**src/rtl/miter_sweep_pkg.sv**
```systemverilog
// rtl/miter_sweep_pkg.sv - shared state type, limits and sweep-length helper for miter_sweep_ctrl
package miter_sweep_pkg;

  typedef enum logic [1:0] {
    IDLE  = 2'd0,
    SWEEP = 2'd1,
    DRAIN = 2'd2,
    DONE  = 2'd3
  } sweep_state_t;

  localparam int NIN_MAX = 16;
  localparam int LAT_MAX = 3;

  function automatic int unsigned sweep_len(input int unsigned nin);
    return 32'd1 << nin;
  endfunction

endpackage

```
**src/rtl/miter_sweep_ctrl_delay_line.sv**
```systemverilog
// rtl/miter_sweep_ctrl_delay_line.sv - LAT-deep {valid, vector} shift register aligning issued vectors with netlist responses
module sweep_delay_line #(
  parameter int W   = 12,
  parameter int LAT = 0
) (
  input  logic         clk,
  input  logic         clr,
  input  logic         in_valid,
  input  logic [W-1:0] in_vec,
  output logic         tap_valid,
  output logic [W-1:0] tap_vec,
  output logic         inflight
);

  generate
    if (LAT == 0) begin : g_wire
      logic unused_ctrl;
      assign unused_ctrl = clk ^ clr;
      assign tap_valid   = in_valid;
      assign tap_vec     = in_vec;
      assign inflight    = 1'b0;
    end else begin : g_pipe
      logic [LAT-1:0] vld;
      logic [W-1:0]   vecs [LAT];

      always_ff @(posedge clk) begin
        if (clr) begin
          vld <= '0;
          for (int i = 0; i < LAT; i++) vecs[i] <= '0;
        end else begin
          vld[0]  <= in_valid;
          vecs[0] <= in_vec;
          for (int i = 1; i < LAT; i++) begin
            vld[i]  <= vld[i-1];
            vecs[i] <= vecs[i-1];
          end
        end
      end

      assign tap_valid = vld[LAT-1];
      assign tap_vec   = vecs[LAT-1];

      // Entries still upstream of the tap; once clear, the tap holds the last sample.
      if (LAT == 1) begin : g_one
        assign inflight = 1'b0;
      end else begin : g_many
        assign inflight = |vld[LAT-2:0];
      end
    end
  endgenerate

endmodule

```
**src/rtl/miter_sweep_ctrl.sv**
```systemverilog
// rtl/miter_sweep_ctrl.sv - exhaustive miter sweep sequencer; optional EARLY_STOP_EN ends the sweep at the first mismatch
module miter_sweep_ctrl
  import miter_sweep_pkg::*;
#(
  parameter int NIN = 12,
  parameter int LAT = 0
) (
  input  logic           clk,
  input  logic           rst,
  input  logic           start,
  output logic [NIN-1:0] vec_o,
  input  logic           f_impl_i,
  input  logic           f_gold_i,
  output logic           busy,
  output logic           done,
  output logic           equal,
  output logic [NIN-1:0] mismatch_vec,
  output logic [NIN:0]   ones_cnt
);

  localparam logic [NIN-1:0] VEC_MAX = NIN'(sweep_len(NIN) - 1);

  sweep_state_t   state, state_nxt;
  logic           flag;
  logic           accept;
  logic           sample_miss;
  logic           stop;
  logic           line_clr;
  logic           tap_valid;
  logic [NIN-1:0] tap_vec;
  logic           inflight;

  assign accept      = start && ((state == IDLE) || (state == DONE));
  assign sample_miss = tap_valid && (f_impl_i != f_gold_i) && !flag;

`ifdef EARLY_STOP_EN
  assign stop = sample_miss;
`else
  assign stop = 1'b0;
`endif

  // Stopping early flushes in-flight samples so they are never counted.
  assign line_clr = rst || accept || stop;

  sweep_delay_line #(
    .W   (NIN),
    .LAT (LAT)
  ) u_line (
    .clk       (clk),
    .clr       (line_clr),
    .in_valid  (state == SWEEP),
    .in_vec    (vec_o),
    .tap_valid (tap_valid),
    .tap_vec   (tap_vec),
    .inflight  (inflight)
  );

  always_ff @(posedge clk) begin
    if (rst) begin
      state <= IDLE;
    end else begin
      state <= state_nxt;
    end
  end

  always_comb begin
    state_nxt = state;
    busy      = 1'b0;
    done      = 1'b0;
    equal     = 1'b0;
    case (state)
      IDLE: begin
        if (accept) state_nxt = SWEEP;
      end
      SWEEP: begin
        busy = 1'b1;
        if (stop) begin
          state_nxt = DONE;
        end else if (vec_o == VEC_MAX) begin
          state_nxt = (LAT == 0) ? DONE : DRAIN;
        end
      end
      DRAIN: begin
        busy = 1'b1;
        if (stop || !inflight) state_nxt = DONE;
      end
      DONE: begin
        done  = 1'b1;
        equal = !flag;
        if (accept) state_nxt = SWEEP;
      end
      default: state_nxt = IDLE;
    endcase
  end

  always_ff @(posedge clk) begin
    if (rst) begin
      vec_o        <= '0;
      flag         <= 1'b0;
      mismatch_vec <= '0;
      ones_cnt     <= '0;
    end else if (accept) begin
      vec_o        <= '0;
      flag         <= 1'b0;
      mismatch_vec <= '0;
      ones_cnt     <= '0;
    end else begin
      // vec_o parks on the last vector (or the stop point) instead of wrapping.
      if ((state == SWEEP) && !stop && (vec_o != VEC_MAX)) begin
        vec_o <= vec_o + NIN'(1);
      end
      if (tap_valid) begin
        ones_cnt <= ones_cnt + (NIN+1)'(f_impl_i);
      end
      if (sample_miss) begin
        flag         <= 1'b1;
        mismatch_vec <= tap_vec;
      end
    end
  end

endmodule
```
**config.mk**
```make
export PLATFORM = sky130hd
export DESIGN_NAME = miter_sweep_ctrl
export DESIGN_NICKNAME = d
export VERILOG_FILES = /design/src/rtl/miter_sweep_pkg.sv /design/src/rtl/miter_sweep_ctrl_delay_line.sv /design/src/rtl/miter_sweep_ctrl.sv
export SDC_FILE = /design/constraint.sdc
export NUM_CORES = 1
export LEC_CHECK = 0
export CORE_ASPECT_RATIO = 1.75
export CORE_MARGIN = 8
export CORE_UTILIZATION = 49
export DETAILED_ROUTE_END_ITERATION = 10
export PLACE_DENSITY = 0.85
export SYNTH_ARGS = -nofsm -noshare
export SYNTH_HDL_FRONTEND = slang
export SYNTH_HIERARCHICAL = 1
export SYNTH_SLANG_ARGS = --single-unit
```
**constraint.sdc**
```tcl
create_clock -name clk -period 2.3 [get_ports clk]
set_clock_uncertainty 0.1 [all_clocks]
set_input_delay 0.23 -clock clk [delete_from_list [all_inputs] [get_ports clk]]
set_output_delay 0.23 -clock clk [all_outputs]
set_load 0.02 [all_outputs]
```
==> results_dict.tcl, run 1 <==
set metrics [dict create \
    syn_nets 216 \
    synth.top_cell.area_share_pct 42.98 \
    wl_met3_um 240 \
    worst_ep_arrival_time_ps 1750 \
    criticalPathCategory "reg2out" \
    min_period_ps 2085 \
    ir_drop_uv 568.0 \
    slew_viol_final 0 \
    holdCritStartpoint "ones_cnt[12]$_SDFFE_PP0P_" \
    wl_met2_mm 2.199 \
    start_util_pct 51.34 \
    run_status "completed" \
    min_to "ones_cnt[12]$_SDFFE_PP0P_" \
    synthCells 205 \
    die_area_mm2 0.006109 \
    p_leak_nw 0.8650 \
    syn2layout_area_growth_pct 28.41 \
    wl_per_cell_um 14.52 \
    cts.sinks 40 \
    wirelength_mm 4.254 \
    insertion_delay_ps 290 \
    reg2regPathDepth 6 \
    ys_seq_area_share_pct 42.98 \
    grt_pass1_wl_mm 7.258 \
    drtIter0Drc 47 \
    ys_ff_latch 40 \
    nNetsFinal 257 \
    required_ps 1970 \
    fin_hold_ws_ps 384.0 \
    fin_crit_sh_pct 90.63 \
    syn-cell-area_mm2 0.001863 \
    drtAntennaViolNets 0 \
    place_congestion 0.8120 \
    synth.distinct_cells 41 \
    grt_pass1_vias 1530 \
    io_buffers 44 \
    die_y_um 97.57 \
    core_mm2 0.003628 \
    power.density_mw_per_mm2 691.6 \
    worst_slew_pin_slew_ps 518.0 \
    numCtsBuffers 5 \
    top_layer_used "met4" \
    yosysWarnings 6 \
    insertedDiodeCount 0 \
    vias 1605 \
    postCtsSetupBuffers 0 \
    dr.pass1.iters 4 \
    hold_viol 0 \
    cts_tree "yes" \
    gr-total-overflow 0 \
    clock-root-buffer "clkbuf_8" \
    cts_resized 0 \
    r2r_slack_ps 330 \
    r2r_end "ones_cnt[12]$_SDFFE_PP0P_" \
    max_freq_ghz 0.4797 \
    vias_per_cell 5.478 \
    boundaryPins 45 \
    drive_gt1_share_pct 9.717 \
    hp-class "reg2reg" \
    cp-start-kind "flop" \
    avgSynthCellArea_um2 9.088 \
    clk_pin_slew_ps 70 \
    postCtsHoldBufs 0 \
    cts.htree.levels 2 \
    slew_headroom_pct 65.20 \
    drv_cap 0 \
    antenna_found_initial 0 \
    grt.total_usage_pct 14.34 \
    rsz0062_at_grt "no" \
    yosys-top-cells-area "dfxtp_1 (43%), mux2i_1 (7.5%), buf_4 (6.0%), nor2_1 (5.8%), ha_1 (4.0%)" \
    die_w_um 62.61 \
    clock_path_buffers 2 \
    setup_viol 0 \
    cp_max_fo 3 \
    p_total_mw 1.655 \
    grt_max_degree 14 \
    fillCellCount 310 \
    met1Wirelength_mm 1.733 \
    r2r_start "state[1]$_SDFFE_PP0P_" \
    cp-end-kind "output port" \
    holdPathStages 2 \
    drc 0 \
    dp_hpwl_mm 3.166 \
    rows 29 \
    synth_top_area_cell "dfxtp_1" \
]
## sequential cells by signal, indices dropped and copies added (netlist names)
signal / cells
flag: 1
vec_o: 12
ones_cnt: 13
state: 2
mismatch_vec: 12
## cell usage in the layout, fill, tap and decap left out, drive strengths merged
cell	count
o31ai	2
nand4	6
a31oi	1
clkdlybuf4s50	44
conb	1
xnor2	4
nor3	4
o41ai	1
nor4	2
or3	5
mux2i	14
and4b	1
nand3	10
inv	6
xor2	8
ha	6
o211a	1
a311oi	1
a31o	1
or2	1
a211oi	1
and4	2
o311ai	2
o211ai	2
and3	4
a21oi	8
dfxtp	40
nand2	11
nor2b	1
clkbuf	8
buf	10
nor3b	1
nor2	29
or4	3
o21ai	6
## cell usage after synthesis, drive strengths merged
cell     n
dfxtp   40
nor2    29
buf     19
mux2i   14
nand2   11
nand3   10
a21oi    8
xor2     8
ha       6
inv      6
nand4    6
o21ai    6
or3      5
and3     4
nor3     4
xnor2    4
or4      3
and4     2
nor4     2
o211ai   2
o311ai   2
o31ai    2
a211oi   1
a311oi   1
a31o     1
a31oi    1
and4b    1
clkbuf   1
conb     1
nor2b    1
nor3b    1
o211a    1
o41ai    1
or2      1
## layer usage
layer / vias to the layer above / global-route usage, %
li1: 794 / -
met1: 764 / 14.98
met2: 41 / 24.28
met3: 6 / 5.312
met4: 0 / 7.420
met5: - / 0
## stage by stage
step / std cells / worst slack (ps) / cell area (um^2) / util [%] / setup TNS (ps)
after global placement: 285 / 34.28 / 2302 / 63.45 / 0
final: 293 / 215.5 / 2392 / 65.93 / 0
after CTS: 293 / 209.0 / 2392 / 65.93 / 0
after floorplan: 205 / 222.1 / 1863 / - / 0
after global routing: 293 / 153.2 / 2392 / 65.93 / 0
after detailed placement: 285 / -20.93 / 2302 / 63.45 / -20.93
## worst max path at each step
stage	startpoint	end	slack (ps)	depth (start not counted)
2_1_floorplan	state[1]$_SDFFE_PP0P_	ones_cnt[12]$_SDFFE_PP0P_	220	8
3_3_place_gp	f_impl_i	ones_cnt[12]$_SDFFE_PP0P_	30	7
3_5_place_dp	f_impl_i	ones_cnt[12]$_SDFFE_PP0P_	-20	7
4_1_cts	state[0]$_SDFFE_PP0P_	busy	210	4
5_1_grt	state[0]$_SDFFE_PP0P_	busy	150	4
6_report	state[0]$_SDFFE_PP0P_	busy	220	4
## report_power, final
| part | internal (mW) | total, mW | leakage (nW) | switching (mW) |
|---|---|---|---|---|
| Combinational | 0.189 | 0.436 | 0.497 | 0.248 |
| Sequential | 0.721 | 0.745 | 0.323 | 0.0237 |
| Clock | 0.245 | 0.473 | 0.0455 | 0.229 |
## layout make-up
type / count / area, um^2 / share of cell area, %
clock buffer: 8 / 90.09 / 3.766
inverter: 6 / 22.52 / 0.9414
multi-input combinational: 139 / 905.9 / 37.87
sequential: 40 / 800.8 / 33.47
tap: 46 / 57.56 / 2.406
timing repair buffer: 54 / 515.5 / 21.55
## worst max-delay path, cell delays in order, from the launching register on
cell and delay, ps:
dfxtp_1 370, inv_1 80, ha_1 330, inv_1 80
clkdlybuf4s50_1 600
## logic make-up (layout without fill, tap and decap cells)
| family | count (synthesis) | in the layout | synth area share [%] |
|---|---|---|---|
| and+or+nand+nor | 80 | 80 | 22.23 |
| DFF | 40 | 40 | 42.98 |
| AOI/OAI and AO/OA | 26 | 26 | 9.000 |
| buffers and inverters | 26 | 68 | 8.395 |
| muxes | 14 | 14 | 7.522 |
| xor gates and xnor gates | 12 | 12 | 5.641 |
| adders and majority gates | 6 | 6 | 4.029 |
| other | 1 | 1 | 0.2013 |
No activity file was read; power rests on OpenSTA's default activity.
==> run 2: changes to the inputs <==
--- a/config.mk
+++ b/config.mk
@@ -10,4 +10,5 @@
 export CORE_UTILIZATION = 49
 export DETAILED_ROUTE_END_ITERATION = 10
+export GPL_ROUTABILITY_DRIVEN = 0
 export PLACE_DENSITY = 0.85
 export SYNTH_ARGS = -nofsm -noshare
==> constraint.sdc (replaced) <==
create_clock -name clk -period 2.3 [get_ports clk]
set_clock_uncertainty 0.1 [all_clocks]
set_input_delay 0.46 -clock clk [delete_from_list [all_inputs] [get_ports clk]]
set_output_delay 0.46 -clock clk [all_outputs]
set_load 0.02 [all_outputs]
==> run 2 against run 1 <==
Effect of this change:
- critical path depth is 3 higher
- sequential power is 1% higher
- register-to-register slack worse by 30 ps
- die area stayed put
- combinational power is 6.0% lower
- largest cell class unchanged
- largest power group unchanged
==> results_dict.tcl, run 2 (synthesized netlist as in run 1, its figures left out) <==
set metrics [dict create \
    layout_commonest_cell "clkdlybuf4s50_1" \
    die_w_um 62.61 \
    r2r_start "state[1]$_SDFFE_PP0P_" \
    cts_tree "yes" \
    setup_viol 0 \
    final_area_mm2 0.002394 \
    drtIter0Drc 38 \
    max_freq_ghz 0.4481 \
    core_mm2 0.003628 \
    io_buffers 44 \
    power.density_mw_per_mm2 681.7 \
    cp-end-kind "flop" \
    largest_register_ffs 13 \
    reg.largest.list "ones_cnt (13), mismatch_vec (12), vec_o (12)" \
    p_clk_share_pct 28.7 \
    grt_pass1_vias 1552 \
    syn2layout_area_growth_pct 28.48 \
    clk_pin_slew_ps 70 \
    drv_cap 0 \
    r2r_slack_ps 300 \
    p_leak_nw 0.8629 \
    dr.pass1.iters 4 \
    min_to "ones_cnt[12]$_SDFFE_PP0P_" \
    hold_viol 0 \
    grt_pass1_wl_mm 7.217 \
    insertion_delay_ps 280 \
    boundaryPins 45 \
    cts.htree.levels 2 \
    regMostFlops "ones_cnt" \
    holdPathStages 2 \
    place_area_mm2 0.002302 \
    clock_path_buffers 2 \
    drc 0 \
    p_total_mw 1.632 \
    worst_ep_arrival_time_ps 2350 \
    p_sw_uw 492.6 \
    vias 1536 \
    gr-total-overflow 0 \
    swShare_pct 30.19 \
    drive_gt1_share_pct 10.12 \
    antenna_found_initial 0 \
    comb_power_share_pct 25.1 \
    drtAntennaViolNets 0 \
    vias_per_cell 5.242 \
    r2r_end "ones_cnt[12]$_SDFFE_PP0P_" \
    grt_max_degree 23 \
    insertedDiodeCount 0 \
    cp_max_fo 2 \
    fin_crit_sh_pct 97.03 \
    final_cell_mix "clkdlybuf4s50_1 (43), dfxtp_1 (40), nor2_1 (29)" \
    cts.sinks 40 \
    nNetsFinal 257 \
    holdCritStartpoint "ones_cnt[12]$_SDFFE_PP0P_" \
    die_area_mm2 0.006109 \
    start_util_pct 51.34 \
    numCtsBuffers 5 \
    tns_ps 0 \
    reg2regPathDepth 6 \
    grt.total_usage_pct 14.35 \
    slew_viol_final 0 \
    rsz0062_at_grt "no" \
    cp-start-kind "primary input" \
    rows 29 \
    wirelength_mm 4.113 \
    clock-root-buffer "clkbuf_8" \
    criticalPathCategory "in2reg" \
    required_ps 2420 \
    wl_per_cell_um 14.04 \
    run_status "completed" \
    p_seq_share_pct 46.2 \
    min_period_ps 2232 \
    ir_drop_uv 511.8 \
    hp-class "reg2reg" \
    die_y_um 97.57 \
    p_int_mw 1.139 \
    dp_hpwl_mm 3.132 \
]
[run 2: changes by cell type in the layout (fill, tap and decap cells not counted)]
cell | before | now
clkdlybuf4s50_1 | 44 | 43
ha_2 | 0 | 1
dlygate4sd2_1 | 0 | 1
ha_1 | 6 | 5
[run 2: power groups by stage]
stage / sequential [mW] / clock (mW) / combinational (mW)
final: 0.753 / 0.469 / 0.410
after global routing: 0.759 / 0.517 / 0.453
after CTS: 0.754 / 0.489 / 0.413
after detailed placement: 0.770 / 0 / 0.418
after global placement: 0.768 / 0 / 0.413
after floorplan: 0.777 / 0 / 0.275
[run 2: cell type report]
type | count | area, um^2
Fill cell | 308 | 1235
Multi-Input combinational cell | 139 | 908.4
Sequential cell | 40 | 800.8
Timing Repair Buffer | 54 | 514.2
Clock buffer | 8 | 90.09
Tap cell | 46 | 57.56
Inverter | 6 | 22.52
[run 2: metal layers]
layer  up-vias  share of wire [%]  GRT usage [%]
met5         -                  0              0
met2        39                 50          24.20
met4         0                3.1          9.011
met3        11                6.2          5.543
li1        792                  -              -
met1       694                 41          14.32
[run 2: repair_timing]
| action | in CTS | in global routing |
|---|---|---|
| setup endpoints to repair | 1 | 1 |
| resized for setup | 1 | 1 |
| hold buffers | 0 | 0 |
| setup buffers | 0 | 0 |
| endpoints found under the hold margin | 0 | 0 |
[run 2: critical path: stages]
cell             delay, ps
clkdlybuf4s50_1        480
ha_1                   180
ha_2                   190
inv_1                   40
or4_4                  500
or3_1                  360
a21oi_1                140
[run 2: how the worst max path moves through the flow]
stage / from / end / depth (start not counted)
floorplan: state[1]$_SDFFE_PP0P_ / ones_cnt[12]$_SDFFE_PP0P_ / 8
global placement: f_impl_i / ones_cnt[12]$_SDFFE_PP0P_ / 7
detailed placement: f_impl_i / ones_cnt[12]$_SDFFE_PP0P_ / 7
CTS: f_impl_i / ones_cnt[12]$_SDFFE_PP0P_ / 7
global route: f_impl_i / ones_cnt[12]$_SDFFE_PP0P_ / 7
finish: f_impl_i / ones_cnt[12]$_SDFFE_PP0P_ / 7
[run 2: per-stage QoR]
stage / cells / hold slack, ps / setup WS, ps / utilization, %
2_1_floorplan: 205 / 366.8 / 222.1 / -
3_3_place_gp: 285 / 371.4 / -176.6 / 63.45
3_5_place_dp: 285 / 384.0 / -228.4 / 63.45
4_1_cts: 293 / 395.5 / 72.72 / 65.90
5_1_grt: 293 / 432.2 / 2.676 / 65.97
6_report: 293 / 396.9 / 68.28 / 65.97
==> run 3: changes to the inputs <==
- CTS_CLUSTER_SIZE: default -> 10
==> results of run 3 <==
Same layout as run 2: the final DEF is identical, and so are final timing and power.
